===== src/rtl/mul_arb_pkg.sv =====
// Shared types and constants for the multiplier arbiter.
//   state_t : arbiter FSM states (IDLE/ISSUE/WAIT/RESP)
//   DEF_*   : default parameter values
//   idx_w() : width of a binary requester index
package mul_arb_pkg;

    typedef enum logic [1:0] {
        IDLE  = 2'd0,
        ISSUE = 2'd1,
        WAIT  = 2'd2,
        RESP  = 2'd3
    } state_t;

    localparam int unsigned DEF_WIDTH = 32;
    localparam int unsigned DEF_NREQ  = 2;

    // Binary index width for n requesters (at least one bit).
    function automatic int unsigned idx_w(input int unsigned n);
        return (n > 1) ? $clog2(n) : 1;
    endfunction

endpackage


===== src/rtl/mul_arbiter_rr.sv =====
// Round-robin priority picker: first set request at or after ptr, wrapping.
//   req   : request vector
//   ptr   : highest-priority requester index
//   grant : one-hot winner (zero when no request)
//   idx   : binary winner index
//   any   : at least one request set
module rr_arbiter
    import mul_arb_pkg::*;
#(
    parameter int unsigned NREQ = DEF_NREQ,
    parameter int unsigned IW   = idx_w(NREQ)
) (
    input  logic [NREQ-1:0] req,
    input  logic [IW-1:0]   ptr,
    output logic [NREQ-1:0] grant,
    output logic [IW-1:0]   idx,
    output logic            any
);

    int unsigned cand;

    // Scan from ptr upward, modulo NREQ; first hit wins.
    always_comb begin
        grant = '0;
        idx   = '0;
        any   = 1'b0;
        cand  = 0;
        for (int unsigned i = 0; i < NREQ; i++) begin
            cand = (32'(ptr) + i) % NREQ;
            if (!any && req[IW'(cand)]) begin
                any               = 1'b1;
                idx               = IW'(cand);
                grant[IW'(cand)]  = 1'b1;
            end
        end
    end

endmodule


===== src/rtl/mul_arbiter.sv =====
// Shares one iterative multiplier core among NREQ requesters with
// round-robin arbitration and a valid/ready response channel.
// Optional watchdog: define MUL_ARB_TIMEOUT_EN to abort WAIT after TIMEOUT
// cycles with rsp_err=1 and rsp_data=0.
//   clk, rst              : clock, async active-high reset
//   req_valid/req_ready   : operand request handshake (req_ready one-hot, comb)
//   req_a, req_b          : per-requester operands, slice k = requester k
//   rsp_valid/rsp_ready   : result handshake (rsp_valid one-hot)
//   rsp_data, rsp_err     : product and watchdog-abort flag
//   busy                  : FSM not idle
//   mul_start/a/b         : core start pulse and registered operands
//   mul_done/mul_product  : core completion pulse and result
module mul_arbiter
    import mul_arb_pkg::*;
#(
    parameter int unsigned NREQ    = DEF_NREQ,
    parameter int unsigned WIDTH   = DEF_WIDTH,
    parameter int unsigned TIMEOUT = 40
) (
    input  logic                   clk,
    input  logic                   rst,
    input  logic [NREQ-1:0]        req_valid,
    output logic [NREQ-1:0]        req_ready,
    input  logic [NREQ*WIDTH-1:0]  req_a,
    input  logic [NREQ*WIDTH-1:0]  req_b,
    output logic [NREQ-1:0]        rsp_valid,
    input  logic [NREQ-1:0]        rsp_ready,
    output logic [2*WIDTH-1:0]     rsp_data,
    output logic                   rsp_err,
    output logic                   busy,
    output logic                   mul_start,
    output logic [WIDTH-1:0]       mul_a,
    output logic [WIDTH-1:0]       mul_b,
    input  logic                   mul_done,
    input  logic [2*WIDTH-1:0]     mul_product
);

    localparam int unsigned IW = idx_w(NREQ);
    localparam int unsigned PW = 2 * WIDTH;

    // Elaboration-time parameter sanity.
    if (NREQ < 2 || TIMEOUT < 1) begin : g_bad_params
        $error("mul_arbiter: requires NREQ >= 2 and TIMEOUT >= 1");
    end

    state_t           state, state_nxt;
    logic [IW-1:0]    ptr, ptr_nxt;
    logic [IW-1:0]    g, g_nxt;
    logic [WIDTH-1:0] a_nxt, b_nxt;
    logic [PW-1:0]    data_nxt;

    logic [NREQ-1:0]  arb_grant;
    logic [IW-1:0]    arb_idx;
    logic             arb_any;

    logic [WIDTH-1:0] a_arr [NREQ];
    logic [WIDTH-1:0] b_arr [NREQ];

`ifdef MUL_ARB_TIMEOUT_EN
    localparam int unsigned CW = $clog2(TIMEOUT + 1);
    logic [CW-1:0] cnt, cnt_nxt;
    logic          err_nxt;
`else
    assign rsp_err = 1'b0;
`endif

    // Unpack flat operand buses into per-requester views.
    for (genvar k = 0; k < NREQ; k++) begin : g_unpack
        assign a_arr[k] = req_a[k*WIDTH +: WIDTH];
        assign b_arr[k] = req_b[k*WIDTH +: WIDTH];
    end

    rr_arbiter #(.NREQ(NREQ), .IW(IW)) u_rr (
        .req   (req_valid),
        .ptr   (ptr),
        .grant (arb_grant),
        .idx   (arb_idx),
        .any   (arb_any)
    );

    // Decodes of registered state.
    assign req_ready = (state == IDLE) ? arb_grant : '0;
    assign rsp_valid = (state == RESP) ? (NREQ'(1) << g) : '0;
    assign mul_start = (state == ISSUE);
    assign busy      = (state != IDLE);

    // Next-state and register update values.
    always_comb begin
        state_nxt = state;
        ptr_nxt   = ptr;
        g_nxt     = g;
        a_nxt     = mul_a;
        b_nxt     = mul_b;
        data_nxt  = rsp_data;
`ifdef MUL_ARB_TIMEOUT_EN
        cnt_nxt   = cnt;
        err_nxt   = rsp_err;
`endif
        unique case (state)
            IDLE: begin
                if (arb_any) begin
                    g_nxt     = arb_idx;
                    a_nxt     = a_arr[arb_idx];
                    b_nxt     = b_arr[arb_idx];
                    state_nxt = ISSUE;
                end
            end
            ISSUE: begin
                state_nxt = WAIT;
`ifdef MUL_ARB_TIMEOUT_EN
                cnt_nxt   = '0;
`endif
            end
            WAIT: begin
                if (mul_done) begin
                    data_nxt  = mul_product;
                    state_nxt = RESP;
`ifdef MUL_ARB_TIMEOUT_EN
                    err_nxt   = 1'b0;
`endif
                end
`ifdef MUL_ARB_TIMEOUT_EN
                // Last permitted WAIT cycle without done: abort.
                else if (cnt == CW'(TIMEOUT - 1)) begin
                    data_nxt  = '0;
                    err_nxt   = 1'b1;
                    state_nxt = RESP;
                end else begin
                    cnt_nxt   = cnt + 1'b1;
                end
`endif
            end
            RESP: begin
                if (rsp_ready[g]) begin
                    ptr_nxt   = (g == IW'(NREQ - 1)) ? '0 : g + 1'b1;
                    state_nxt = IDLE;
                end
            end
            default: state_nxt = IDLE;
        endcase
    end

    always_ff @(posedge clk or posedge rst) begin
        if (rst) begin
            state    <= IDLE;
            ptr      <= '0;
            g        <= '0;
            mul_a    <= '0;
            mul_b    <= '0;
            rsp_data <= '0;
`ifdef MUL_ARB_TIMEOUT_EN
            cnt      <= '0;
            rsp_err  <= 1'b0;
`endif
        end else begin
            state    <= state_nxt;
            ptr      <= ptr_nxt;
            g        <= g_nxt;
            mul_a    <= a_nxt;
            mul_b    <= b_nxt;
            rsp_data <= data_nxt;
`ifdef MUL_ARB_TIMEOUT_EN
            cnt      <= cnt_nxt;
            rsp_err  <= err_nxt;
`endif
        end
    end

endmodule

===== config.mk =====
export PLATFORM = sky130hd
export DESIGN_NAME = mul_arbiter
export DESIGN_NICKNAME = d
export VERILOG_FILES = /design/src/rtl/mul_arb_pkg.sv /design/src/rtl/mul_arbiter_rr.sv /design/src/rtl/mul_arbiter.sv
export SDC_FILE = /design/constraint.sdc
export NUM_CORES = 1
export LEC_CHECK = 0
export BUFFER_PORTS_ARGS = -buffer_cell sky130_fd_sc_hd__buf_2
export CAP_MARGIN = 15
export CORE_AREA = 2 2 129 131
export CTS_CLUSTER_DIAMETER = 40
export DETAILED_ROUTE_END_ITERATION = 10
export DIE_AREA = 0 0 131 133
export PLACE_DENSITY = 0.8
export SYNTH_ARGS = -nofsm -noshare
export SYNTH_HDL_FRONTEND = slang
export SYNTH_SLANG_ARGS = --single-unit

===== constraint.sdc =====
create_clock -name clk -period 4.8 [get_ports clk]
set_clock_uncertainty 0.15 [all_clocks]
set_input_delay 0.24 -clock clk [delete_from_list [all_inputs] [get_ports clk]]
set_output_delay 0.24 -clock clk [all_outputs]
set_load 0.02 [all_outputs]

Word-level counts from Yosys, hierarchy flattened
Index checks and enable logic that the tools add are counted.
Storage, ports and cells
  register bits after elaboration: 132
  word-level logic and storage cells: 62
  output and inout bits: 135
Cells by class
  add/subtract/negate cells: 2
  reduce and logical (&&, ||, !) cells: 10
  magnitude comparators: 6
  muxes and demuxes: 29
  equality and inequality tests: 6
  shift-type cells: 1
  bitwise gates (word level): 2
Operators with widths (count)
  $mux 32: 6
  $mux 2: 7
  $mux 1: 13
  $pmux 2 s4: 1
  $lt 1x2->1 const B: 3
  $reduce_and 2->1: 3
  $eq 2x2->1 const B: 2
  $ne 2x2->1 const B: 2
  $logic_and 1x1->1: 3
  $reduce_and 3->1: 1
  $add 1x1->1 const B: 2
  $demux 1 s1: 2
  $eq 2x1->1 const B: 1
  $ge 1x1->1 const B: 2
  $ge 2x2->1 const B: 1
  $logic_not 2->1: 1
  $ne 2x1->1 const B: 1
  $not 1->2: 1
  $or 2x2->2: 1
  $reduce_bool 2->1: 1
  $shl 1x1->2 const A: 1
  $logic_not 1->1: 1

Longest topological paths before layout
Gate-level depths: netlist of run 1.
  depth after elaboration: 10
  depth in mapped cells: 7

Cells and area by module
A second synthesis of run 1 with hierarchy kept.
Second synthesis, totals
  cells, all modules: 449
  area total of the unflattened synthesis: 5590.4 um^2
Modules (own cells, without submodules)
  mul_arbiter: area an instance 5557.8 um^2, cells an instance 444, instances 1
  rr_arbiter: area an instance 32.5 um^2, cells an instance 5, instances 1

Least setup slack after synthesis of run 1
Ideal clock, no wire load.
  path kind: reg-to-reg
  from: reg state[0]
  to: reg rsp_data[28]
  stages on the path, launching flop included: 6
  path slack: 3138 ps
  data arrival time: 1388 ps
  cells stage by stage: dfrtp_1 -> inv_1 -> ha_1 -> nand2_2 -> buf_2 -> mux2_2
Between the ends
  longest elaborated chain between the ends: 2
Ends and longest elaborated chain
  from (decl): RTL line mul_arbiter.sv:46  | state_t state, state_nxt;
  from (signal assigned): RTL line mul_arbiter.sv:156  | state <= state_nxt;
  $eq 2x2->1: RTL line mul_arbiter.sv:99  | unique case (state)
  $reduce_and 2->1 (no source line)
  to (signal assigned): RTL line mul_arbiter.sv:161  | rsp_data <= data_nxt;
  to (decl): RTL line mul_arbiter.sv:28  | output logic [2*WIDTH-1:0] rsp_data,
No other way between the ends.
A chain may end at the register's enable or synchronous reset.

Final worst setup path of run 1
  from: reg state[0]
  to: reg mul_a[8]
Between the ends
  longest elaborated chain between the ends: 2
Ends and longest elaborated chain
  $logic_not 2->1: RTL line mul_arbiter.sv:99
  $reduce_and 2->1 (no source line)
  to (signal assigned): RTL line mul_arbiter.sv:159  | mul_a <= a_nxt;
  to (decl): RTL line mul_arbiter.sv:32  | output logic [WIDTH-1:0] mul_a,
No other way between the ends.

==> qor_table.md, run 1 <==
| Parameter | This run | Unit |
|---|---|---|
| Power dissipated by switching net loads | 2.66 | mW |
| Cell Area, Synth | 5810 | sq um |
| Final Cycle Share | 64.8 | % |
| Worst hold path depth | 4 | - |
| Sum of routed wire length over all layers | 22300 | um |
| Destination of the worst hold path | state[0] | - |
| Worst slew margin relative to its limit | 31.5 | % |
| Mean instance size in the synthesized netlist | 10.9 | sq um |
| Post-detailed-route wirelength per cell | 17.5 | um |
| Total of buffers placed on input and output ports | 332 | - |
| # Max-Cap Violations | 0 | - |
| Part of the total power dissipated in combinational logic | 49.6 | % |
| Clock latency at the later pin of the worst-skew pair | 0.41 | ns |
| Routed vias | 6487 | - |
| Most frequent cells in the layout | 332 x sky130_fd_sc_hd__buf_2, 195 x sky130_fd_sc_hd__dlygate4sd3_1, 132 x sky130_fd_sc_hd__dfrtp_1, 65 x sky130_fd_sc_hd__nor2_1 | - |
| Clock Sinks | 132 | - |
| Most frequent standard cell in the layout excluding fill and tap cells | sky130_fd_sc_hd__buf_2 | - |
| PnR worst setup slack | 1.69 | ns |
| Final net count | 1243 | - |
| Starting DRT DRC Count | 318 | - |
| Area of the core | 16200 | sq um |
| Number of global-route vias before repair | 6709 | - |
| Crit path capture type | flop | - |
| IR Drop Worst-Case VDD | 0.341 | mV |
| Boundary pin count | 334 | - |
| Final Slew Violations | 0 | - |
| Synth Instances | 535 | - |
| Leakage power | 4.71 | nW |
| Clock transition at the register clock pins on the worst setup and hold paths after CTS | 0.06 | ns |
| Setup violations, final | 0 | - |
| Row count | 47 | - |
| Die H | 133 | um |
| Hold path startpoint | mul_done | - |
| Number of warnings printed during yosys synthesis | 0 | - |
| Synth Register Bits | 132 | - |
| CTS Root Buffer Type | sky130_fd_sc_hd__clkbuf_16 | - |
| Share of cells above drive strength 1 | 39.4 | % |
| Distinct cell type count of the synthesized netlist | 29 | - |
| Relative area change from synthesis to final layout | 74.0 | % |
| Post-CTS Setup Inserts | 0 | - |
| Endpoint arrival time on the critical path | 3.30 | ns |
| Setup slack of the worst register-to-register path | 1.69 | ns |
| Overall power consumption | 6.62 | mW |
| Destination of the worst register-to-register timing path | mul_a[8] | - |
| Sequential element share of the synthesized area | 56.9 | % |
| Resized cells post-CTS | 0 | - |
| Grt total ovfl | 0 | - |
| Number of endpoints with negative hold slack in the final report | 0 | - |
| Die outline area | 17400 | sq um |
| Initial antenna violation count | 2 | - |
| Final RePlAce weighted congestion | 0.793 | - |
| CTS tree | built | - |
| Worst Setup Path Type | flop to flop | - |
| Remaining antenna violation count | 0 | - |
| Int Power | 3.96 | mW |
| Via-to-Cell Ratio | 5.09 | - |
| Setup repair after global routing missed its margin | no | - |
| TritonCTS buffer count | 17 | - |
| Switching portion of total power | 40.2 | % |
| Share of power burned in the clock network | 20.1 | % |
| Maximum number of pins on one net before global-route repair | 102 | - |
| Post-Place Worst Slack | 2.27 | ns |
| Status | completed | - |
| Detailed placement HPWL | 13100 | um |
| Startpoint of the lowest-slack register-to-register path | state[0] | - |
| Setup_tns | 0 | ns |
| Tightest Hold Check Type | primary input to flop | - |
| Post-layout minimum cycle time | 3.11 | ns |
| All-Layer GR Usage | 25.1 | % |
| Largest buffer count on any clock path | 2 | - |
| Areal power density over the cells | 654 | nW/um^2 |
| Slew at the pin closest to its max-slew limit | 1.03 | ns |
| Starting density of the core | 35.9 | % |
| Global-route wire length before repair | 33600 | um |
| Width of the die | 131 | um |
| Critical Path RT | 4.99 | ns |
| Final design utilization | 62.5 | % |
| Critical Path Source Type | flop | - |
| Drt first pass iters | 5 | - |
| DRC Markers | 0 | - |
| Crit-path max FO | 101 | - |
| CTS H-Tree Depth | 4 | - |
| Reg2reg path depth | 7 | - |
| Share of power burned in registers | 30.4 | % |
| Net count after synthesis | 739 | - |
| Peak Freq | 321 | MHz |
-- cell usage after synthesis --
| cell type | number | area [sq um] |
|---|---|---|
| sky130_fd_sc_hd__dfrtp_1 | 132 | 3300 |
| sky130_fd_sc_hd__nor3_2 | 1 | 10.0 |
| sky130_fd_sc_hd__inv_2 | 1 | 3.75 |
| sky130_fd_sc_hd__nor2_1 | 65 | 244 |
| sky130_fd_sc_hd__a21oi_1 | 3 | 15.0 |
| sky130_fd_sc_hd__o21ai_0 | 5 | 25.0 |
| sky130_fd_sc_hd__nor3b_1 | 1 | 7.51 |
| sky130_fd_sc_hd__conb_1 | 1 | 3.75 |
| sky130_fd_sc_hd__buf_4 | 10 | 75.1 |
| sky130_fd_sc_hd__mux2_2 | 35 | 394 |
| sky130_fd_sc_hd__a221oi_2 | 1 | 15.0 |
| sky130_fd_sc_hd__a31oi_1 | 64 | 400 |
| sky130_fd_sc_hd__nand3_1 | 64 | 320 |
| sky130_fd_sc_hd__mux2_1 | 30 | 338 |
| sky130_fd_sc_hd__clkbuf_1 | 3 | 11.3 |
| sky130_fd_sc_hd__nand2_1 | 3 | 11.3 |
| sky130_fd_sc_hd__inv_1 | 6 | 22.5 |
| sky130_fd_sc_hd__o21bai_1 | 1 | 7.51 |
| sky130_fd_sc_hd__o21ai_1 | 60 | 300 |
| sky130_fd_sc_hd__nand2_2 | 1 | 6.26 |
| sky130_fd_sc_hd__a2bb2oi_1 | 1 | 8.76 |
| sky130_fd_sc_hd__nor2b_1 | 1 | 6.26 |
| sky130_fd_sc_hd__and2b_1 | 1 | 7.51 |
| sky130_fd_sc_hd__buf_2 | 36 | 180 |
| sky130_fd_sc_hd__and2_1 | 1 | 6.26 |
| sky130_fd_sc_hd__nand2b_1 | 1 | 6.26 |
| sky130_fd_sc_hd__ha_1 | 5 | 62.6 |
| sky130_fd_sc_hd__o21a_1 | 1 | 7.51 |
| sky130_fd_sc_hd__mux2i_1 | 1 | 10.0 |
-- worst max-delay path, cell delays in order (launching register included) --
cell                            delay, ns
sky130_fd_sc_hd__dfrtp_1             0.41
sky130_fd_sc_hd__inv_1               0.12
sky130_fd_sc_hd__ha_1                0.24
sky130_fd_sc_hd__o21a_4              0.82
sky130_fd_sc_hd__buf_4               0.43
sky130_fd_sc_hd__nor2_1              0.09
sky130_fd_sc_hd__a31oi_1             0.15
sky130_fd_sc_hd__dlygate4sd3_1       0.58
-- registers in the layout (all words and copies together) (netlist names) --
signal	cells
state	2
rsp_data	64
g	1
mul_b	32
mul_a	32
ptr	1
-- through the flow --
step / hold WS (ns) / instance area (sq um) / std cells
floorplan: 0.222 / 5810 / 535
global placement: 0.251 / 7550 / 1045
detailed placement: 0.266 / 7550 / 1045
CTS: 0.0780 / 10100 / 1272
global route: 0.103 / 10100 / 1274
finish: 0.0998 / 10100 / 1274
-- per-layer routing --
layer	global-route usage [%]	up-vias	wire length [um]
met2	42.5	382	10900
met4	15.1	0	1180
met3	7.00	95	1850
met1	27.6	3068	8330
li1	-	2942	-
met5	0	-	0
-- worst max-delay path by stage --
stage | start | end | slack, ns | cells past startpoint
6_report | state[0] | mul_a[8] | 1.69 | 7
5_1_grt | state[0] | mul_a[10] | 1.51 | 7
4_1_cts | state[0] | mul_a[8] | 1.78 | 7
3_5_place_dp | req_valid[1] | mul_a[15] | 2.27 | 5
3_3_place_gp | req_valid[1] | mul_a[12] | 2.29 | 5
2_1_floorplan | rst | g | 0.88 | 1
-- cell type report --
class	count	area, sq um
Antenna cell	2	5.00
Tap cell	220	275
Clock buffer	18	439
Sequential cell	132	3300
Inverter	7	31.3
Clock inverter	14	165
Timing Repair Buffer	534	3670
Fill cell	1197	6060
Multi-Input combinational cell	347	2220
-- kinds of logic after synthesis --
kind of cell | synth area share, %
other | 0.0646
DFF | 56.9
buffers and inverters | 5.04
muxes | 12.8
AOI/OAI and AO/OA | 13.4
and+or+nand+nor | 10.8
adders and majority gates | 1.08
-- power groups by stage --
stage | combinational [mW] | sequential, mW | clock (mW)
finish | 3.28 | 2.01 | 1.33
global route | 3.51 | 2.07 | 1.40
CTS | 3.20 | 1.99 | 1.36
detailed placement | 2.61 | 2.00 | 0
global placement | 2.55 | 1.98 | 0
floorplan | 1.03 | 2.66 | 0
-- repair_timing --
action,in CTS,in global routing
endpoints found under the setup margin,0,0
hold buffers,195,0
hold endpoints to repair,206,0
Power figures use the tool's default switching activity.
==> run 2: changes to the inputs <==
Settings changed: ABC_AREA set to 1, PLACE_DENSITY 0.8 to 0.84.
Clock period 4.8 ns to 3 ns, I/O delays scaled along.
==> run 2 against run 1 <==
  * Setup slack worse by 1.3 ns
  * Sequential share of layout area is 1.6 points lower
  * Wire length is 5.5% higher
  * Clock power is 59% higher
  * Critical path depth is 1 higher
  * Non-clock buffer count is 4 higher
  * First-iteration DRC count is 60% higher
  * Cell count is 11% higher
  * Maximum frequency is 20% higher
  * Area after synthesis is 8.6% higher
  * Largest power group unchanged
==> qor_table.md, run 2 <==
| Parameter | This run | Unit | vs previous |
|---|---|---|---|
| Status | completed | - | unchanged |
| Largest buffer count on any clock path | 2 | - | unchanged |
| Critical Path Source Type | flop | - | unchanged |
| Width of the die | 131 | um | unchanged |
| Distinct cell type count of the synthesized netlist | 23 | - | was 29 |
| Library cell with the largest summed area after synthesis | sky130_fd_sc_hd__dfrtp_1 | - | unchanged |
| Final Cycle Share | 86.4 | % | was 64.8% |
| Detailed placement HPWL | 13000 | um | was 13100 um |
| Initial antenna violation count | 1 | - | was 2 |
| Relative area change from synthesis to final layout | 68.5 | % | was 74.0% |
| Clock Sinks | 132 | - | unchanged |
| Post-layout minimum cycle time | 2.59 | ns | was 3.11 ns |
| Remaining antenna violation count | 0 | - | unchanged |
| Int Power | 5.98 | mW | was 3.96 mW |
| Area of the core | 16200 | sq um | unchanged |
| Synth Register Bits | 132 | - | unchanged |
| Critical Path RT | 3.14 | ns | was 4.99 ns |
| CTS Root Buffer Type | sky130_fd_sc_hd__clkbuf_16 | - | unchanged |
| Final RePlAce weighted congestion | 0.858 | - | was 0.793 |
| Final instance count without filler cells | 1412 | - | was 1274 |
| Setup repair after global routing missed its margin | no | - | unchanged |
| Part of the total power dissipated in combinational logic | 48.4 | % | was 49.6% |
| Slowest CP cell | sky130_fd_sc_hd__dlygate4sd3_1 | - | was sky130_fd_sc_hd__o21a_4 |
| All-Layer GR Usage | 26.6 | % | was 25.1% |
| Mean instance size in the synthesized netlist | 9.52 | sq um | was 10.9 sq um |
| Most frequent standard cell in the layout excluding fill and tap cells | sky130_fd_sc_hd__buf_2 | - | unchanged |
| Share of power burned in the clock network | 20.4 | % | was 20.1% |
| Routed vias | 6910 | - | was 6487 |
| Peak Freq | 386 | MHz | was 321 MHz |
| Biggest registers after layout | rsp_data x64, mul_a x32, mul_b x32 | - | unchanged |
| Count of placed standard cells including taps | 1184 | - | was 1045 |
| Number of endpoints with negative hold slack in the final report | 0 | - | unchanged |
| Area share of the leading cell type in the synthesized netlist | 52.3 | % | was 56.9% |
| Die H | 133 | um | unchanged |
| Most frequent cells in the layout | 332 x sky130_fd_sc_hd__buf_2, 202 x sky130_fd_sc_hd__nand2_1, 196 x sky130_fd_sc_hd__dlygate4sd3_1, 132 x sky130_fd_sc_hd__dfrtp_1, 72 x sky130_fd_sc_hd__inv_1 | - | was 332 x sky130_fd_sc_hd__buf_2, 195 x sky130_fd_sc_hd__dlygate4sd3_1, 132 x sky130_fd_sc_hd__dfrtp_1, 65 x sky130_fd_sc_hd__nor2_1 |
| DRC Markers | 0 | - | unchanged |
| Via-to-Cell Ratio | 4.89 | - | was 5.09 |
| Cell chain of the critical path | inv_1 > nand2_2 > nand2_2 > buf_4 > nand2_1 > nand3_1 > dlygate4sd3_1 > nand2_1 | - | was inv_1 > ha_1 > o21a_4 > buf_4 > nor2_1 > a31oi_1 > dlygate4sd3_1 |
| TritonCTS buffer count | 17 | - | unchanged |
| Row count | 47 | - | unchanged |
| Starting DRT DRC Count | 509 | - | was 318 |
| Most common cell in the synthesized netlist | sky130_fd_sc_hd__nand2_1 | - | was sky130_fd_sc_hd__dfrtp_1 |
| Die outline area | 17400 | sq um | unchanged |
| Number of global-route vias before repair | 7102 | - | was 6709 |
| Starting density of the core | 39.0 | % | was 35.9% |
| Most flops, register | rsp_data | - | unchanged |
| Power dissipated by switching net loads | 4.39 | mW | was 2.66 mW |
| Grt total ovfl | 0 | - | unchanged |
| Setup violations, final | 0 | - | unchanged |
| Number of flip-flops under the largest register name | 64 | - | unchanged |
| Cell Area, Synth | 6310 | sq um | was 5810 sq um |
| Switching portion of total power | 42.3 | % | was 40.2% |
| Endpoint arrival time on the critical path | 2.74 | ns | was 3.30 ns |
| CTS tree | built | - | unchanged |
| Crit path capture type | flop | - | unchanged |
| IR Drop Worst-Case VDD | 0.571 | mV | was 0.341 mV |
| Boundary pin count | 334 | - | unchanged |
| Synth Instances | 663 | - | was 535 |
| Clock latency at the later pin of the worst-skew pair | 0.41 | ns | about the same |
| Worst Setup Path Type | flop to flop | - | unchanged |
| Drt first pass iters | 8 | - | was 5 |
| Leakage power | 5.54 | nW | was 4.71 nW |
| Areal power density over the cells | 976 | nW/um^2 | was 654 nW/um^2 |
| Top area cells in the synthesized netlist | sky130_fd_sc_hd__dfrtp_1 52%, sky130_fd_sc_hd__nand2_1 12%, sky130_fd_sc_hd__mux2_2 11% | - | was sky130_fd_sc_hd__dfrtp_1 57%, sky130_fd_sc_hd__a31oi_1 6.9%, sky130_fd_sc_hd__mux2_2 6.8% |
| Share of power burned in registers | 31.2 | % | was 30.4% |
| Setup_tns | 0 | ns | unchanged |
| Clock transition at the register clock pins on the worst setup and hold paths after CTS | 0.06 | ns | about the same |
| Slew at the pin closest to its max-slew limit | 0.727 | ns | was 1.03 ns |
| Number of synthesized flops with an enable pin | 0 | - | unchanged |
| Post-detailed-route wirelength per cell | 16.6 | um | was 17.5 um |
| Net count after synthesis | 867 | - | was 739 |
| # Max-Cap Violations | 0 | - | unchanged |
| Worst slew margin relative to its limit | 51.5 | % | was 31.5% |
| Critical Path Max Stage Delay | 0.58 | ns | was 0.82 ns |
| Sum of routed wire length over all layers | 23500 | um | was 22300 um |
| Most used flip-flop cell after synthesis | sky130_fd_sc_hd__dfrtp_1 | - | unchanged |
| Crit-path max FO | 45 | - | was 101 |
| Most numerous cell types in the synthesized netlist | 204 x sky130_fd_sc_hd__nand2_1, 132 x sky130_fd_sc_hd__dfrtp_1, 73 x sky130_fd_sc_hd__inv_1 | - | was 132 x sky130_fd_sc_hd__dfrtp_1, 65 x sky130_fd_sc_hd__nor2_1, 64 x sky130_fd_sc_hd__a31oi_1, 64 x sky130_fd_sc_hd__nand3_1, 60 x sky130_fd_sc_hd__o21ai_1 |
| Async set-or-reset flop fraction in the synthesized netlist | 100 | % | unchanged |
| Final standard cell area without fillers | 10600 | sq um | was 10100 sq um |
| Final net count | 1383 | - | was 1243 |
| Tightest Hold Check Type | primary input to flop | - | unchanged |
| Number of warnings printed during yosys synthesis | 0 | - | unchanged |
| Sequential element share of the synthesized area | 52.3 | % | was 56.9% |
| Share of cells above drive strength 1 | 37.4 | % | was 39.4% |
| Global-route wire length before repair | 35800 | um | was 33600 um |
| Final Slew Violations | 0 | - | unchanged |
| Total of buffers placed on input and output ports | 332 | - | unchanged |
| CTS H-Tree Depth | 4 | - | unchanged |
| Area after detailed placement | 8080 | sq um | was 7550 sq um |
| Maximum number of pins on one net before global-route repair | 133 | - | was 102 |
run 2: cell types whose count changed after synthesis, moves of 7 or more:
cell	change
sky130_fd_sc_hd__buf_4	-7
sky130_fd_sc_hd__inv_1	+67
sky130_fd_sc_hd__buf_2	-12
sky130_fd_sc_hd__nor2_1	-63
sky130_fd_sc_hd__o21ai_1	-60
sky130_fd_sc_hd__a31oi_1	-64
sky130_fd_sc_hd__nand3b_1	+64
sky130_fd_sc_hd__mux2_1	-30
sky130_fd_sc_hd__buf_6	+9
sky130_fd_sc_hd__mux2_2	+29
sky130_fd_sc_hd__nand2_1	+201
run 2: per-stage QoR:
stage               setup WS [ns]  power (mW)  utilization, %  hold WS [ns]
floorplan                    1.06        6.09               -         0.150
global placement             1.07        7.43            49.9         0.231
detailed placement           1.03        7.57            49.9         0.235
CTS                         0.490        10.2            65.7        0.0361
global route                0.294        10.9            65.8        0.0869
finish                      0.409        10.4            65.8        0.0557
run 2: timing repair:
| action | CTS | global route |
|---|---|---|
| endpoints found under the hold margin | 263 | 0 |
| buffers inserted | 0 | 0 |
| hold buffers | 196 | 0 |
| resized for setup | 0 | 0 |
run 2: final timing paths:
check,from,to,slack [ns],cells past startpoint
worst max-delay path,ptr,mul_b[15],0.41,8
worst min-delay path,rsp_ready[1],state[0],0.06,5
worst max register to register,ptr,mul_b[15],0.41,8
worst min register to register,mul_a[30],mul_a[30],0.32,2
max in group asynchronous,rst,mul_a[30],1.79,4
min in group asynchronous,rst,rsp_data[44],0.34,4
run 2: metal layers:
| metal | vias up | global-route usage, % | share of wire (%) |
|---|---|---|---|
| met5 | - | 0 | 0 |
| met4 | 0 | 15.5 | 5.2 |
| met3 | 104 | 7.84 | 6.7 |
| met2 | 368 | 45.6 | 51 |
| met1 | 3288 | 28.7 | 37 |
| li1 | 3150 | - | - |
run 2: critical path, delay by kind of cell (launching register included):
kind	cells	cell delay (ns)
buf+inv	3	1.07
flops	1	0.39
simple gates	5	0.85
run 2: power by group through the flow:
| stage | Sequential [mW] | Combinational (mW) | Clock [mW] |
|---|---|---|---|
| after detailed placement | 3.18 | 4.39 | 0 |
| after CTS | 3.17 | 4.88 | 2.15 |
| final | 3.24 | 5.02 | 2.12 |
| after floorplan | 4.24 | 1.84 | 0 |
| after global routing | 3.33 | 5.36 | 2.23 |
| after global placement | 3.15 | 4.27 | 0 |
run 2: logic make-up (layout without fill, tap and decap cells):
| logic type | after synthesis | count (layout) | share of synthesized area (%) |
|---|---|---|---|
| adder cells (fa/ha/maj) | 5 | 5 | 0.991 |
| buffers and inverters | 115 | 643 | 9.04 |
| multiplexers | 64 | 64 | 11.4 |
| flip-flops | 132 | 132 | 52.3 |
| AND/OR/NAND/NOR | 342 | 342 | 25.8 |
| other | 1 | 2 | 0.0594 |
| AO/OA/AOI/OAI | 4 | 4 | 0.357 |
run 2: area by class of cell:
class / instances / area [sq um]
fill: 1122 / 5540
timing repair buffer: 538 / 3740
tap: 220 / 275
inverter: 74 / 282
clock buffer: 17 / 425
sequential: 132 / 3300
multi-input combinational: 416 / 2440
antenna: 1 / 2.50
clock inverter: 14 / 169
